<file path="config.mk">
export PLATFORM = sky130hd
export DESIGN_NAME = rca_nibble_sequencer
export DESIGN_NICKNAME = d
export VERILOG_FILES = /design/src/rtl/rca_nibble_sequencer.sv
export SDC_FILE = /design/constraint.sdc
export NUM_CORES = 1
export LEC_CHECK = 0
export CAP_MARGIN = 40
export CORE_MARGIN = 2
export CORE_UTILIZATION = 45
export CTS_BUF_LIST = sky130_fd_sc_hd__clkbuf_2
export DETAILED_ROUTE_END_ITERATION = 12
export GPL_ROUTABILITY_DRIVEN = 0
export PLACE_DENSITY = 0.78
export SLEW_MARGIN = 0
export SYNTH_ARGS = -nofsm -noshare
export SYNTH_HDL_FRONTEND = slang
export SYNTH_SLANG_ARGS = --single-unit
</file>
<file path="constraint.sdc">
create_clock -name clk -period 1.7 [get_ports clk]
set_input_delay 0.34 -clock clk [delete_from_list [all_inputs] [get_ports clk]]
set_output_delay 0.34 -clock clk [all_outputs]
set_load 0.01 [all_outputs]
</file>
<file path="src/rtl/rca_nibble_sequencer.sv">
// rca_nibble_sequencer
//   Runs a 4*NIBBLES-bit add through one external 4-bit ripple carry adder,
//   one nibble per clock. Operands are accepted with a valid/ready handshake
//   and held until the result has been retired on the output handshake.
//
//   Optional build macro: RCA_SEQ_SUBTRACT_EN. It adds the in_sub port, which
//   selects A-B, computed as A + ~B + 1.
//
// Ports
//   clk, rst_n            clock and asynchronous active-low reset
//   in_valid/in_ready     operand handshake
//   in_a, in_b, in_cin    operands and carry-in for slice 0
//   in_sub                subtract select (only with RCA_SEQ_SUBTRACT_EN)
//   add_a/add_b/add_cin   slice inputs driven to the external adder
//   add_sum/add_cout      slice outputs returned by the external adder
//   out_valid/out_ready   result handshake
//   out_sum, out_cout     assembled W-bit sum and final carry-out
//
// state | meaning
// IDLE  | waiting for operands, in_ready=1
// RUN   | one slice per cycle through the adder, slice index = idx
// DONE  | result presented, held until out_ready
module rca_nibble_sequencer #(
  parameter int NIBBLES = 4
) (
  input  logic                 clk,
  input  logic                 rst_n,
  input  logic                 in_valid,
  output logic                 in_ready,
  input  logic [4*NIBBLES-1:0] in_a,
  input  logic [4*NIBBLES-1:0] in_b,
  input  logic                 in_cin,
`ifdef RCA_SEQ_SUBTRACT_EN
  input  logic                 in_sub,
`endif
  output logic [3:0]           add_a,
  output logic [3:0]           add_b,
  output logic                 add_cin,
  input  logic [3:0]           add_sum,
  input  logic                 add_cout,
  output logic                 out_valid,
  input  logic                 out_ready,
  output logic [4*NIBBLES-1:0] out_sum,
  output logic                 out_cout
);

  localparam int W  = 4 * NIBBLES;
  localparam int IW = $clog2(NIBBLES);
  localparam logic [IW-1:0] LAST = IW'(NIBBLES - 1);

  typedef enum logic [1:0] {IDLE, RUN, DONE} state_t;

  state_t          state;
  logic [IW-1:0]   idx;
  logic [W-1:0]    a_q;
  logic [W-1:0]    b_q;
  logic [W-1:0]    result_q;
  logic            carry_q;
  logic            in_ready_q;
  logic            out_valid_q;
  logic [IW+1:0]   base;
  logic [3:0]      a_slice;
  logic [3:0]      b_slice;
  logic [3:0]      b_eff;
  logic            start_carry;

`ifdef RCA_SEQ_SUBTRACT_EN
  logic            sub_q;
  assign b_eff       = sub_q ? ~b_slice : b_slice;
  assign start_carry = in_sub ? 1'b1 : in_cin;
`else
  assign b_eff       = b_slice;
  assign start_carry = in_cin;
`endif

  // Bit offset of the current slice; only the registered idx selects slices.
  assign base    = {idx, 2'b00};
  assign a_slice = a_q[base +: 4];
  assign b_slice = b_q[base +: 4];

  always_ff @(posedge clk or negedge rst_n) begin
    if (!rst_n) begin
      state       <= IDLE;
      idx         <= '0;
      a_q         <= '0;
      b_q         <= '0;
      result_q    <= '0;
      carry_q     <= 1'b0;
      in_ready_q  <= 1'b1;
      out_valid_q <= 1'b0;
`ifdef RCA_SEQ_SUBTRACT_EN
      sub_q       <= 1'b0;
`endif
    end else begin
      case (state)
        IDLE: begin
          if (in_valid) begin
            a_q        <= in_a;
            b_q        <= in_b;
            carry_q    <= start_carry;
            idx        <= '0;
            result_q   <= '0;
            in_ready_q <= 1'b0;
            state      <= RUN;
`ifdef RCA_SEQ_SUBTRACT_EN
            sub_q      <= in_sub;
`endif
          end
        end
        RUN: begin
          result_q[base +: 4] <= add_sum;
          carry_q             <= add_cout;
          if (idx == LAST) begin
            out_valid_q <= 1'b1;
            state       <= DONE;
          end else begin
            idx <= idx + 1'b1;
          end
        end
        DONE: begin
          if (out_ready) begin
            out_valid_q <= 1'b0;
            in_ready_q  <= 1'b1;
            idx         <= '0;
            state       <= IDLE;
          end
        end
        default: begin
          out_valid_q <= 1'b0;
          in_ready_q  <= 1'b1;
          state       <= IDLE;
        end
      endcase
    end
  end

  assign in_ready  = in_ready_q;
  assign out_valid = out_valid_q;
  // carry_q keeps its last value after retire, so the result side is gated.
  assign out_sum   = out_valid_q ? result_q : '0;
  assign out_cout  = out_valid_q & carry_q;

  assign add_a   = (state == RUN) ? a_slice : 4'h0;
  assign add_b   = (state == RUN) ? b_eff   : 4'h0;
  assign add_cin = (state == RUN) ? carry_q : 1'b0;

endmodule

</file>
==> impl_metrics.json <==
{
  "grt_overflow": 0,
  "wl_met2_um": 3220,
  "min_period_ps": 2220,
  "max_freq_mhz": 450,
  "async_flop_share": 1.00,
  "syn_area_per_cell_um2": 13.4,
  "drive_above_1_share": 0.490,
  "crit_arrival_ps": 1880,
  "critPathLaunch": "idx[0]$_DFFE_PN0P_",
  "final_cell_area_um2": 3840,
  "dieArea_um2": 6500,
  "yosysTopAreaCell": "dfrtp_1",
  "postRouteAntennaNets": 0,
  "path_common_cell": "buf_12",
  "core_area_um2": 5570,
  "whs_ps": 402,
  "worst-path-stages": 5,
  "dp_hpwl_um": 4180,
  "worstMarginPinSlew_ps": 330,
  "clk_latency_ps": 430,
  "crit_slowest_cell": "mux4_2",
  "cts_made_buffers": 5,
  "cts_buffer_depth": 2,
  "power_mw": 6.45,
  "die_w_um": 80.6,
  "wl_met1_um": 2590,
  "status": "complete, but fails checks",
  "maxCapViolCount": 0,
  "synthCells": 197,
  "viasPerCell": 5.34,
  "yosys.cell_types.count": 29,
  "yosys_warnings": 0,
  "synth_edf_count": 0,
  "root_buffer": "clkbuf_2",
  "syn-cell-area_um2": 2640,
  "finalMaxSlewViolations": 0,
  "port-buffer-count": 69,
  "mostFrequentLayoutCells": "dfrtp_1 (53), clkdlybuf4s50_1 (40), buf_6 (31)",
  "final_common_cell": "dfrtp_1",
  "skew_ps": 22.6,
  "grt_max_degree": 56,
  "crit_chain": "buf_12, buf_12, mux4_2, and2_4, buf_6",
  "start_kind": "flop",
  "rsz0062_at_grt": "true",
  "drt_iter0_drc": 112,
  "fp.dieH_um": 80.6,
  "area_growth_syn_to_layout_pct": 45.6,
  "grt_pass1_vias": 2052,
  "synth.net_count": 244,
  "min_path_type": "input port to async pin",
  "ys_ff_latch": 55,
  "worstPathBufferInverterCount": 3,
  "rr_worst_depth": 7,
  "start_util": 0.474,
  "wl_um": 6100,
  "synth.top_cell.area_share": 0.512,
  "slew_headroom": 0.780,
  "hold_viol_final": 0,
  "path_delay_family": "multiplexers",
  "r2r-start": "idx[0]$_DFFE_PN0P_",
  "num_vias": 1943,
  "synthTopCellsByArea": "dfrtp_1 (51%), mux2_2 (12%), mux4_2 (6.8%)",
  "critical_path.endpoint_type": "output port",
  "ys_seq_area_frac": 0.522,
  "setup_viol": 23,
  "slowest_delay_ps": 490,
  "fin_ws_ps": -520,
  "antenna-diode-count": 0,
  "pwr_density_cell_nw_per_um2": 1680,
  "wire_per_inst_um": 16.7,
  "leakage_nw": 1.71,
  "cp_max_fo": 7,
  "synth_ff_type": "dfrtp_1",
  "cp.required_ps": 1360,
  "cts_max_level": 2,
  "grt_use_total": 0.206,
  "first_pass_iters": 4,
  "routed.top_layer": "met4",
  "violations": "negative setup slack",
  "crit_type": "flop to output port",
  "pin_count": 70,
  "grt_pass1_wl_um": 10100,
  "r2r_slack_ps": 70,
  "clkTransAtPathRegs_ps": 250,
  "drc": 0,
  "dr_wl_met3_um": 207,
  "clkSinkCount": 55,
  "finalCritPeriodShare": 1.31,
  "ir_drop_v": 0.00103,
  "rows": 27,
  "cts_tree": "done",
  "nets": 338,
  "antenna_found_initial": 0,
  "placed_cell_area_um2": 3520
}
==> registers in the layout, indices dropped and copies added, names as in the netlist <==
name,count
a_q,16
b_q,16
result_q,16
idx,2
state,2
carry_q,1
in_ready,1
out_valid,1
==> area by class of cell <==
class | instances | area [um2]
fillers | 398 | 1730
flip-flops and latches | 55 | 1380
multi-input cells | 130 | 1320
repair buffers | 97 | 1010
well taps | 72 | 90.1
clock buffers | 7 | 35.0
inverters | 2 | 10.0
clock inverters | 1 | 5.00
==> cell usage after synthesis, types with 2 or more instances <==
cell type / n
mux4_2: 8
buf_6: 5
mux2_2: 29
a21o_1: 4
ha_1: 5
a21oi_1: 3
inv_1: 2
a22o_1: 17
nor3_1: 3
nand2b_1: 2
and2_1: 26
nor2b_1: 4
o21ai_0: 4
dfrtp_1: 54
nor2_1: 2
mux2_1: 3
nand2_1: 11
clkbuf_1: 4
==> worst register-to-register path: cells and delay by family (launching register included) <==
kind	cells	cell delay (ps)
buf+inv	3	420
simple gates	1	50
flops	1	470
compound gates	2	420
fa+ha+maj	1	180
==> final timing paths <==
path                                            to
setup / recovery                          add_a[2]
hold / removal                 a_q[11]$_DFFE_PN0P_
setup reg to reg           result_q[8]$_DFFE_PN0P_
hold reg to reg                 a_q[5]$_DFFE_PN0P_
max in group asynchronous     in_ready$_DFFE_PN1P_
min in group clk                a_q[3]$_DFFE_PN0P_
==> where the power goes <==
group,internal (mW),switching (mW)
combinational,2.29,1.53
clock,0.112,0.379
sequential,1.84,0.298
==> metal layers <==
metal | GRT usage | vias to the layer above
met3 | 0.0281 | 8
met5 | 0 | -
met2 | 0.363 | 43
li1 | - | 896
met1 | 0.269 | 996
met4 | 0.0508 | 0
==> repair_timing <==
item,CTS,global route
hold buffers,1,0
setup endpoints to repair,42,44
pin swaps,8,1
endpoints found under the hold margin,54,0
resized for setup,164,28
setup buffers,13,3
gates cloned,2,0
==> kinds of logic after synthesis <==
logic type | Yosys count | share of synthesized area
AOI/OAI and AO/OA | 30 | 0.0872
adders and majority gates | 5 | 0.0237
DFF | 55 | 0.522
muxes | 40 | 0.205
buffers and inverters | 12 | 0.0327
and+or+nand+nor | 55 | 0.130
==> per-stage QoR <==
| stage | std cells | setup WS, ps | TNS [ps] | utilization |
|---|---|---|---|---|
| floorplan | 197 | 0.721 | 0 | - |
| global placement | 346 | -294 | -4510 | 0.632 |
| CTS | 369 | -555 | -7950 | 0.684 |
| global route | 364 | -649 | -6830 | 0.690 |
| finish | 364 | -520 | -4590 | 0.690 |
| detailed placement | 346 | -319 | -5120 | 0.632 |
(Power assumes the default switching activity.)
